File: config.mk
export PLATFORM = sky130hd
export DESIGN_NAME = param_updown_counter
export DESIGN_NICKNAME = d
export VERILOG_FILES = /design/src/rtl/param_updown_counter.sv
export SDC_FILE = /design/constraint.sdc
export NUM_CORES = 1
export LEC_CHECK = 0
export CAP_MARGIN = 10
export CELL_PAD_IN_SITES_DETAIL_PLACEMENT = 1
export CELL_PAD_IN_SITES_GLOBAL_PLACEMENT = 2
export CORE_MARGIN = 2
export CORE_UTILIZATION = 25
export CTS_CLUSTER_SIZE = 10
export DETAILED_ROUTE_END_ITERATION = 12
export GPL_ROUTABILITY_DRIVEN = 0
export PLACE_DENSITY = 0.78
export RECOVER_POWER = 25
export SYNTH_ARGS = -nofsm -noshare
export SYNTH_HDL_FRONTEND = slang
export SYNTH_SLANG_ARGS = --single-unit
File: constraint.sdc
create_clock -name clk -period 2.6 [get_ports clk]
set_input_delay 0.78 -clock clk [delete_from_list [all_inputs] [get_ports clk]]
set_output_delay 0.78 -clock clk [all_outputs]
set_load 0.02 [all_outputs]
File: src/rtl/param_updown_counter.sv
// Parametrised loadable up/down counter with wrap or saturate mode.
// Ports: clk, rst (async high), load/in, en, up_dn -> c, tc, ovf, udf.
module param_updown_counter #(
  parameter int WIDTH   = 4,
  parameter int MAX_VAL = 2**WIDTH-1,
  parameter int STEP    = 1,
  parameter int SAT     = 0
) (
  input  logic             clk,
  input  logic             rst,
  input  logic             load,
  input  logic [WIDTH-1:0] in,
  input  logic             en,
  input  logic             up_dn,
  output logic [WIDTH-1:0] c,
  output logic             tc,
  output logic             ovf,
  output logic             udf
);

  localparam logic [WIDTH:0] MAX_E =
    (WIDTH+1)'(MAX_VAL);
  localparam logic [WIDTH:0] STEP_E =
    (WIDTH+1)'(STEP);
  localparam logic [WIDTH-1:0] MAX_W =
    WIDTH'(MAX_VAL);
  localparam logic [WIDTH-1:0] STEP_W =
    WIDTH'(STEP);
  // Modulus may be 2**WIDTH and truncate
  // to zero; the wrap sums stay correct
  // modulo 2**WIDTH because every wrapped
  // result lies below the modulus.
  localparam logic [WIDTH-1:0] MOD_W =
    WIDTH'(MAX_VAL+1);

  logic [WIDTH-1:0] c_q, c_d;
  logic             ovf_q, ovf_d;
  logic             udf_q, udf_d;

  logic [WIDTH:0]   c_e;
  logic [WIDTH:0]   in_e;
  logic [WIDTH:0]   sum_e;
  logic             up_over;
  logic             dn_under;
  logic [WIDTH-1:0] up_next;
  logic [WIDTH-1:0] dn_next;
  logic [WIDTH-1:0] ld_next;

  always_comb begin
    c_e      = {1'b0, c_q};
    in_e     = {1'b0, in};
    sum_e    = c_e + STEP_E;
    up_over  = sum_e > MAX_E;
    dn_under = c_e < STEP_E;
    ld_next  = (in_e > MAX_E) ? MAX_W : in;

    up_next = c_q + STEP_W;
    if (up_over) begin
      if (SAT != 0) up_next = MAX_W;
      else up_next = c_q + STEP_W - MOD_W;
    end

    dn_next = c_q - STEP_W;
    if (dn_under) begin
      if (SAT != 0) dn_next = '0;
      else dn_next = c_q + MOD_W - STEP_W;
    end
  end

  always_comb begin
    c_d   = c_q;
    ovf_d = 1'b0;
    udf_d = 1'b0;
    if (load) begin
      c_d = ld_next;
    end else if (en) begin
      if (up_dn) begin
        c_d   = up_next;
        ovf_d = up_over;
      end else begin
        c_d   = dn_next;
        udf_d = dn_under;
      end
    end
  end

  always_ff @(posedge clk or posedge rst) begin
    if (rst) begin
      c_q   <= '0;
      ovf_q <= 1'b0;
      udf_q <= 1'b0;
    end else begin
      c_q   <= c_d;
      ovf_q <= ovf_d;
      udf_q <= udf_d;
    end
  end

  // Look-ahead: next enabled edge leaves range.
  assign tc  = en & ((up_dn & (c_e > MAX_E - STEP_E))
                   | (~up_dn & dn_under));
  assign c   = c_q;
  assign ovf = ovf_q;
  assign udf = udf_q;

endmodule
Word-level counts from Yosys, hierarchy flattened
Index checks and enable logic that the tools add are counted.
{"block": "classes", "addsub": 3, "magnitude_cmp": 3, "mux": 9, "bitwise": 5, "reduce_logical": 1}
{"op": "$mux W4", "n": 3}
{"op": "$mux W1", "n": 6}
{"op": "$add A4 B1 Y5 const B", "n": 1}
{"op": "$gt A5 B4 Y1 const B", "n": 1}
{"op": "$add A4 B1 Y4 const B", "n": 1}
{"op": "$gt A4 B4 Y1 const B", "n": 1}
{"op": "$lt A4 B1 Y1 const B", "n": 1}
{"op": "$sub A4 B1 Y4 const B", "n": 1}
{"op": "$and A1 B1 Y1", "n": 3}
{"op": "$reduce_bool A2 Y1", "n": 1}
{"op": "$not A1 Y1", "n": 1}
{"op": "$or A1 B1 Y1", "n": 1}
{"block": "totals", "reg_bits": 6, "in_bits": 9, "out_inout_bits": 7, "word_cells": 24}

Depth between registers and ports, before layout
Gate-level depths: netlist (run 1).
{"block": "depth", "ltp_word": 5, "mapped_depth": 5, "depth_no_buf": 5}

Worst setup path after synthesis (run 1)
No wires, ideal clock.
{"block": "synth_path", "kind": "input-to-output", "startpoint": "in up_dn", "endpoint": "out tc", "arrival_ns": 1.532, "required_time_ns": 1.820, "slack_ns": 0.288, "stages": 3, "n_path_buf": 1, "cell_sequence": "clkbuf_1 nor4b_1 o21a_1"}
{"block": "synth_via", "elab_chain_len": 4, "elab_cells_between_ends": 5, "classes_between": "5 x bitwise"}
{"element": "start: declaration", "line_no": "14", "source": "input logic up_dn,"}
{"element": "$not A1 Y1", "line_no": "101", "source": "| (~up_dn & dn_under));"}
{"element": "$and A1 B1 Y1", "line_no": "101"}
{"element": "$or A1 B1 Y1 *", "line_no": "101"}
{"element": "$and A1 B1 Y1 *", "line_no": "100", "source": "assign tc = en & ((up_dn & (c_e > MAX_E - STEP_E))"}
{"element": "end: declaration", "line_no": "16", "source": "output logic tc,"}
Every way passes the cells marked *; elsewhere a longest branch is shown, timed or not.

Worst setup path after layout (run 1)
Ends and elaborated chain as after synthesis.

==> qor.yml, run 1 <==
clock_tree:
  numCtsBuffers: 3
  cts_setup_buffers: 0
  cts_sinks: 6
  htreeDepth: 1
  root_buffer: "clkbuf_4"
  clk_pin_slew_worst_paths_ps: 50
  clock_path_buffers: 2
  hold_buffers: 0
  cts_tree: "done"
  clk_latency_ps: 250
timing:
  period_share_pct: 92.8
  relSlewSlack_pct: 70.0
  fin_tns_setup_ps: 0
  fin_skew_ps: 8.08
  rsz0062_at_grt: "false"
  slew_viol_final: 0
  finalHoldViolations: 0
  fin_crit_ps: 2410
  layout_setup_ws_ps: 187
  max_slew.worst_pin.slew_ps: 448
  setup_viol: 0
  fmax_mhz: 415
finish:
  area_growth_pct: 55.3
  diodes: 0
  final_cell_mix: "12 x clkdlybuf4s50_1, 7 x buf_4, 6 x dfrtp_1"
  layout_commonest_cell: "clkdlybuf4s50_1"
  fin_util_pct: 40.1
  fillCellCount: 207
  finalNetCount: 85
  drive_above_1_share_pct: 21.4
  ff_latch_area_um2: 150
  post-route-cell-area_um2: 678
  multi_input_area_um2: 263
detailed_routing:
  drtPass1Iterations: 3
  finalWirelength_mm: 1.26
  via_count: 442
  drtAntennaViolNets: 0
  drc: 0
  wl_per_cell_um: 14.5
  drt_iter0_drc: 6
  via_per_inst: 5.08
setup_path:
  crit_slowest_cell: "nor4b_2"
  crit_buf_inv: 2
  crit_type: "in2out"
  crit_required_ps: 1820
  cp_cell_sequence: "dlygate4sd2_1 > nor4b_2 > o21a_1 > buf_6"
  crit_arrival_ps: 1630
  setup.worst_path.start_class: "primary input"
  end_kind: "output port"
  cp_max_fo: 2
  crit_family: "buffers and inverters"
  slowest_delay_ps: 290
synthesis:
  ys_types: 23
  ys_ff_latch: 6
  syn_area_um2: 437
  syn-num-nets: 61
  yosysSeqAreaShare_pct: 34.4
  postSynthAreaPerCell_um2: 9.10
  synth_ff_type: "dfrtp_1"
  synth_cells: 48
  yosysWarnings: 0
  async_flop_share_pct: 100
  synth_edf_count: 0
pwr:
  leakage_nw: 0.299
  ir_worst_vdd_v: 0.000144
  power_mw: 0.344
  power.density_nw_per_um2: 507
place:
  port_buffers: 15
  place_ws_ps: -583
  postPlaceCellArea_um2: 649
  place_hpwl_mm: 1.01
run_status:
  status: "completed"
floorplan:
  std_cell_rows: 15
  start_util_pct: 25.9
  io_pins: 16
  die_w_um: 45.8
  die_h_um: 45.8
  core-area_um2: 1690
  die_area_um2: 2100
grt:
  grt_pass1_wl_mm: 2.04
  first_global_vias: 454
  grtUsageTotal_pct: 14.3
  grt_max_degree: 14
  grt_overflow_total: 0
  antenna_found_initial: 0
worst_hold_path:
  hold_class: "reg2reg"
job:
  maxCapViolCount: 0
==> cells in the mapped netlist (2+ instances only) <==
cell type | count | share of area, %
nand4b_1 | 2 | 4.0
ha_1 | 4 | 11
a21oi_1 | 2 | 2.3
o21ai_0 | 2 | 2.3
xnor2_1 | 2 | 4.0
nand3_1 | 2 | 2.3
dfrtp_1 | 6 | 34
clkbuf_1 | 3 | 2.6
inv_1 | 5 | 4.3
nand2_1 | 3 | 2.6
nor2_1 | 3 | 2.6
nand4_1 | 2 | 2.9
nor3b_1 | 2 | 3.4
==> what timing repair did <==
item,CTS,global route
resized for setup,8,0
endpoints found under the setup margin,1,0
endpoints found under the hold margin,0,0
==> final cells by class <==
type / count / area share, %
Timing Repair Buffer: 22 / 29.9
Tap cell: 17 / 3.14
Clock buffer: 3 / 3.32
Sequential cell: 6 / 22.1
Multi-Input combinational cell: 34 / 38.7
Inverter: 5 / 2.77
==> sequential cells by signal, indices dropped and copies added (netlist names) <==
name / flops
c: 4
ovf: 1
udf: 1
==> worst register-to-register path, stage by stage (launching register included) <==
cell and delay, ps:
dfrtp_1 400, buf_4 170, or4_4 520, a2111oi_2 370, nand3b_1 150
==> final timing paths <==
path / from / to / slack (ps) / cells past startpoint
max: up_dn / tc / 190 / 4
min: c[3] / udf / 610 / 2
max reg2reg: c[2] / c[3] / 920 / 4
min reg2reg: c[3] / udf / 610 / 2
max in group asynchronous: rst / c[1] / 1490 / 2
min in group asynchronous: rst / udf / 900 / 2
==> routing by layer <==
layer / wire [um] / GRT usage (%) / vias up
li1: - / - / 216
met1: 570 / 17.0 / 216
met2: 628 / 23.1 / 8
met3: 40 / 2.38 / 2
met4: 18 / 10.3 / 0
met5: 0 / 0 / -
==> report_power, final <==
| group | switching [mW] | total (mW) | leakage, nW | internal (mW) |
|---|---|---|---|---|
| registers | 0.00595 | 0.109 | 0.0757 | 0.103 |
| clock network | 0.0374 | 0.0899 | 0.0138 | 0.0525 |
| logic | 0.0734 | 0.145 | 0.209 | 0.0716 |
| total | 0.117 | 0.344 | 0.299 | 0.227 |
==> cells by family (layout without fill, tap and decap cells) <==
group	count (synthesis)	after routing	synth area share [%]
XOR/XNOR	2	2	4.01
AO/OA/AOI/OAI	8	8	13.2
flip-flops	6	6	34.4
AND/OR/NAND/NOR	18	18	25.2
multiplexers	2	2	4.87
buffers and inverters	8	30	6.88
adder cells (fa/ha/maj)	4	4	11.5
==> per-stage QoR <==
step / instances / hold WS, ps
CTS: 87 / 616
finish: 87 / 608
floorplan: 48 / 571
global placement: 84 / 586
detailed placement: 84 / 603
global route: 87 / 629
Power figures use the tool's default switching activity.
==> inputs of run 2 (changes only) <==
- SLEW_MARGIN: unset -> 20
==> results of run 2 <==
The final DEF is identical to that of run 1; final timing and power are the same.
==> inputs of run 3 (changes only) <==
- ABC_AREA: unset -> 1
- CORE_MARGIN: 2 -> unset
- CORE_UTILIZATION: 25 -> 24
- PLACE_DENSITY: 0.78 -> unset
- PLACE_DENSITY_LB_ADDON: unset -> 0.15
==> qor.yml, run 3 <==
synthesis:
  synth_cells: 63  # +31%
  synth_compound_area_share_pct: 10.8  # -2.3 points
  ys_types: 15  # -35%
  synth_top_area_share_pct: 32.5  # -1.9 points
  yosysMostFrequentCell: "nand2_1"
  synth_area_leaders: "dfrtp_1 33%, nand2_1 15%, ha_1 11%"
  synthTopCellsByCount: "19 x nand2_1, 10 x inv_1, 7 x nand3_1"
  synthMuxAreaShare_pct: 0  # -4.9 points
  syn-num-nets: 76  # +25%
  yosysWarnings: 0  # unchanged
  postSynthAreaPerCell_um2: 7.33  # -19%
  synth-xor-area-share_pct: 5.42  # +1.4 points
  synth-simple-area-share_pct: 29.8  # +4.6 points
  synth_top_family_by_area: "simple AND/OR/NAND/NOR gates"
  synthAdderAreaFrac_pct: 10.8  # -0.62 points
  synth_top_area_cell: "dfrtp_1"
  synth_edf_count: 0  # unchanged
  ys_ff_latch: 6  # unchanged
  yosysSeqAreaShare_pct: 32.5  # -1.9 points
  async_flop_share_pct: 100  # unchanged
  syn_area_um2: 462  # +5.7%
  synth_ff_type: "dfrtp_1"
finish:
  area_growth_pct: 55.0
  final_cell_mix: "19 x nand2_1, 13 x clkdlybuf4s50_1, 10 x inv_1"
  layout_commonest_cell: "nand2_1"
  largest_reg_flops: 4  # unchanged
  diodes: 0  # unchanged
  drive_above_1_share_pct: 17.0  # -4.4 points
  fin_util_pct: 40.6  # +0.42 points
  fillCellCount: 242  # +17%
  finalNetCount: 103  # +21%
  final-instance-count-excl-fill: 113  # +30%
clock_tree:
  clock_path_buffers: 2  # unchanged
  root_buffer: "clkbuf_4"
  htreeDepth: 1  # unchanged
  clk_pin_slew_worst_paths_ps: 40  # about the same
  clk_latency_ps: 250  # about the same
  cts_sinks: 6  # unchanged
  hold_buffers: 0  # unchanged
  cts_setup_buffers: 0  # unchanged
  cts_tree: "done"
  numCtsBuffers: 3  # unchanged
timing:
  fin_crit_ps: 2540  # +125 ps
  slew_viol_final: 0  # unchanged
  finalHoldViolations: 0  # unchanged
  period_share_pct: 97.6  # +4.8 points
  fin_skew_ps: 4.27  # -3.80 ps
  max_slew.worst_pin.slew_ps: 222  # -226 ps
  relSlewSlack_pct: 85.1  # +15 points
  hold_slack_ps: 649  # +40.5 ps
  setup_viol: 0  # unchanged
  rsz0062_at_grt: "false"
  layout_setup_ws_ps: 62.7  # -125 ps
  fmax_mhz: 394  # -4.9%
  fin_tns_setup_ps: 0  # unchanged
setup_path:
  crit_slowest_cell: "clkdlybuf4s50_1"
  crit_arrival_ps: 1760  # +130 ps
  crit_required_ps: 1820  # about the same
  cp_max_fo: 3  # +1
  slowest_delay_ps: 450  # +160 ps
  end_kind: "output port"
  cp_cell_sequence: "clkdlybuf4s50_1 > inv_1 > nand3_1 > a21oi_2 > buf_4"
  crit_type: "in2out"
  setup.worst_path.start_class: "primary input"
floorplan:
  die_area_um2: 2100  # +0.28%
  core-area_um2: 1760  # +4.4%
  std_cell_rows: 15  # unchanged
  start_util_pct: 26.2  # +0.32 points
  die_h_um: 45.9  # +0.14%
  io_pins: 16  # unchanged
  die_w_um: 45.9  # +0.14%
grt:
  grt_max_degree: 8  # -6
  antenna_found_initial: 0  # unchanged
  grt_overflow_total: 0  # unchanged
  grtUsageTotal_pct: 14.2  # -0.10 points
  first_global_vias: 469  # +3.3%
  grt_pass1_wl_mm: 2.05  # +0.69%
worst_hold_path:
  hold_class: "reg2reg"
detailed_routing:
  via_per_inst: 4.36  # -14%
  drtPass1Iterations: 1  # -2
  via_count: 493  # +12%
  wl_per_cell_um: 11.5  # -20%
  drt_iter0_drc: 0  # -6
  finalWirelength_mm: 1.30  # +3.3%
  drc: 0  # unchanged
  drtAntennaViolNets: 0  # unchanged
place:
  place_hpwl_mm: 1.07  # +6.5%
  dpl.cell_count: 110  # +31%
  port_buffers: 15  # unchanged
  place_ws_ps: -378  # +205 ps
job:
  maxCapViolCount: 0  # unchanged
pwr:
  ir_worst_vdd_v: 0.000120  # -17%
  leakage_nw: 0.363  # +21%
  power.density_nw_per_um2: 464  # -8.5%
run_status:
  status: "completed"
## run 3: cell count changes in the layout (fill, tap and decap cells not counted), moves of 2 or more
| cell | before | now |
|---|---|---|
| nand3_1 | 2 | 7 |
| nand4b_1 | 2 | 0 |
| xnor2_1 | 2 | 0 |
| buf_4 | 7 | 9 |
| inv_1 | 5 | 10 |
| nand2_1 | 3 | 19 |
| nor3b_1 | 2 | 0 |
| o211ai_1 | 0 | 2 |
| a22oi_1 | 0 | 2 |
## run 3: repair_timing
action                                 4_1_cts  5_1_grt
gates resized for setup                      4        2
setup endpoints to repair                    1        1
endpoints found under the hold margin        0        0
## run 3: per-layer routing
layer / part of all wire, % / up-vias / track usage (%)
li1: - / 251 / -
met1: 47 / 231 / 17.7
met2: 49 / 9 / 23.4
met3: 1.5 / 2 / 1.19
met4: 2.5 / 0 / 8.82
met5: 0 / - / 0
## run 3: layout make-up
class,count,area (um2),share of cell area [%]
multi-input combinational,46,267,37.2
timing repair buffer,23,208,29.0
sequential,6,150,21.0
inverter,10,37.5,5.24
tap,25,31.3,4.37
clock buffer,3,22.5,3.15
## run 3: path summary, 6_finish.rpt
| check | start | end | slack [ps] | cells past startpoint |
|---|---|---|---|---|
| max | up_dn | tc | 60 | 5 |
| min in group asynchronous | rst | c[1] | 870 | 2 |
| min | c[2] | udf | 650 | 3 |
| max reg2reg | c[1] | ovf | 1220 | 6 |
| min reg2reg | c[2] | udf | 650 | 3 |
| max in group asynchronous | rst | c[2] | 1550 | 2 |
## run 3: power by group
group	switching (mW)	internal (mW)	leakage, nW
Combinational	0.0689	0.0633	0.273
Clock	0.0360	0.0524	0.0138
Sequential	0.00993	0.102	0.0763
## run 3: kinds of logic (layout without fill, tap and decap cells)
family | after synthesis | count (layout)
DFF | 6 | 6
AOI/OAI and AO/OA | 8 | 8
buffers and inverters | 11 | 36
adders and majority gates | 4 | 4
and+or+nand+nor | 32 | 32
xor gates and xnor gates | 2 | 2
## run 3: per-stage QoR
step,cell area [um2],power (mW)
global placement,692,0.247
finish,716,0.332
detailed placement,692,0.247
CTS,709,0.339
floorplan,462,0.185
global route,716,0.355
## run 3: worst max-delay path, delay by kind of cell
kind,cells,cell delay (ps)
AOI/OAI and AO/OA,1,150
buffers and inverters,3,700
and+or+nand+nor,1,120
==> variant, RTL diff (settings of run 3) <==
`c_q` no longer has a reset.
--- a/src/rtl/param_updown_counter.sv
+++ b/src/rtl/param_updown_counter.sv
@@ -87,12 +87,14 @@
   always_ff @(posedge clk or posedge rst) begin
     if (rst) begin
-      c_q   <= '0;
       ovf_q <= 1'b0;
       udf_q <= 1'b0;
     end else begin
-      c_q   <= c_d;
       ovf_q <= ovf_d;
       udf_q <= udf_d;
     end
+  end
+
+  always_ff @(posedge clk) begin
+    c_q <= c_d;
   end
 
Behaviour: not the same (Yosys sat finds a counterexample within 4 cycles, from zero or initial values and one cycle with rst high).
==> variant against run 3 <==
Power rose by 3.5%; wire length fell by 0.92%; sequential cell count unchanged; area after synthesis is 0.54% higher; critical path depth shrank 1; design area grew 0.70%; global-route usage rose by 1.6 points; setup slack better by 0.13 ns; count of clock-buffer cells in the layout is 1 higher; sequential power up 9%; first-iteration DRC count up 2; maximum frequency up 5.6%; non-clock buffer count unchanged; final cell count shrank 1.8%; highest routed layer is now met3.
==> variant: results (changes against run 3) <==
- Status: complete, no violations
- Clock Latency Late Sink: 0.25 ns (about the same)
- Iteration-0 DRC Markers: 2 (+2)
- Worst slew pin tran: 0.234 ns (+0.0114 ns)
- Vias: 487 (-1.2%)
- Mapped Avg Cell Area: 7.74 µm² (+5.6%)
- RR Startpoint: c[1]$_DFFE_PP_
- Commonest cells post-synth: 17 x nand2_1, 8 x inv_1, 8 x nand3_1
- Reg2reg path depth: 6 (unchanged)
- YS warnings: 0 (unchanged)
- Worst Hold Path EP: ovf$_DFF_PP0_
- Fill cells: 240 (-0.83%)
- Main synth FF type: edfxtp_1
- Ant. Diodes: 0 (unchanged)
- Post-DP HPWL: 1100 µm (+2.2%)
- Initial antenna violation count: 0 (unchanged)
- First-pass GRT wire length: 2240 µm (+9.1%)
- Vias in the first global route: 498 (+6.2%)
- R2R setup slack: 1.14 ns (-0.08 ns)
- Area contributors post-synth: edfxtp_1 26%, nand2_1 14%, dfrtp_1 11%, ha_1 11%, nand3_1 8.6%
- Root Driver: clkbuf_4
- Port Buffers: 15 (unchanged)
- Clk pin slew, worst setup/hold paths: 0.05 ns
- Largest net degree at the start of global routing: 7 (-1)
- Crit path to: tc
- GRT Total Usage: 15.8% (+1.6 points)
- Min-delay src: c[0]$_DFFE_PP_
- Post-synth EDFFs: 4 (+4)
- Placed cell count: 107 (-2.7%)
- Hold WS: 0.716 ns (+0.0670 ns)
- Synthesized net count: 73 (-3.9%)
- Data arrival, critical path: 1.62 ns (-0.14 ns)
- Nets: 100 (-2.9%)
- Leakage power: 0.000347 µW (-4.4%)
- Worst Skew: 0.0104 ns (+0.00610 ns)
- Share of layout cells above drive strength 1: 20.9% (+3.9 points)
- Clk buf depth: 2 (unchanged)
- Worst hold path cell count: 4 (+1)
- Largest register FFs: 4 (unchanged)
- Post-synthesis sequential area ratio: 36.7% (+4.1 points)
- Unique masters post-synth: 19 (+4)
- Crit path max-delay cell type: clkdlybuf4s50_1
- DRT Pass-1 Iters: 4 (+3)
- Ys async rst share: 33.3% (-67 points)
- Reg2reg end: c[2]$_DFFE_PP_
- Setup Fix Bufs, Post-CTS: 0 (unchanged)
- Post-DR vias/cell: 4.39 (+0.56%)
- Largest fanout on the critical path: 3 (unchanged)
- Clock buffer count from CTS: 3 (unchanged)
- Critical Path Max Stage Delay: 0.48 ns (+0.03 ns)
- Mean routed wirelength per cell: 11.6 µm (+0.86%)
- Maximum vdd drop: 243 µV (+100%)
- HP Class: reg -> reg
- CP startpoint: en
- CTS H-tree depth: 1 (unchanged)
-- variant: critical path, delay by kind of cell --
kind / cells / cell delay, ns
buf+inv: 3 / 0.71
compound gates: 1 / 0.13
-- variant: repair_timing --
action / 4_1_cts / 5_1_grt
endpoints found under the setup margin: 1 / 1
cloned: 0 / 0
hold buffers: 0 / 0
gates resized for setup: 4 / 2
-- variant: area by class of cell --
| type | instances | area [µm²] | area share (%) |
|---|---|---|---|
| multi-input cells | 43 | 245 | 34.0 |
| repair buffers | 23 | 210 | 29.2 |
| flip-flops and latches | 6 | 170 | 23.6 |
| inverters | 10 | 37.5 | 5.21 |
| well taps | 25 | 31.3 | 4.34 |
| clock buffers | 4 | 26.3 | 3.65 |
-- variant: cell families (layout without fill, tap and decap cells) --
| family | count (synthesis) | in the layout | share of synthesized area, % |
|---|---|---|---|
| AO/OA/AOI/OAI | 5 | 5 | 7.01 |
| XOR/XNOR | 1 | 1 | 3.50 |
| adder cells (fa/ha/maj) | 4 | 4 | 10.8 |
| buffers and inverters | 11 | 37 | 10.5 |
| flip-flops | 6 | 6 | 36.7 |
| AND/OR/NAND/NOR | 33 | 33 | 31.5 |
-- variant: metrics by stage --
| stage | instance area, µm² | setup slack (ns) |
|---|---|---|
| final | 721 | 0.197 |
| after global routing | 721 | 0.173 |
| after CTS | 716 | 0.0388 |
| after detailed placement | 694 | -0.409 |
| after global placement | 694 | -0.396 |
| after floorplan | 464 | 0.371 |
-- variant: report_power, final --
| part | switching (µW) | leakage, µW | internal, µW |
|---|---|---|---|
| sequential | 9.20 | 0.0000690 | 113 |
| clock | 35.8 | 0.0000150 | 58.3 |
| combinational | 66.2 | 0.000263 | 61.4 |
-- variant: per-layer routing --
layer	wire length, µm	global-route usage (%)
met3	68	8.33
met5	0	0
met1	569	17.5
met2	649	26.5
met4	0	3.53
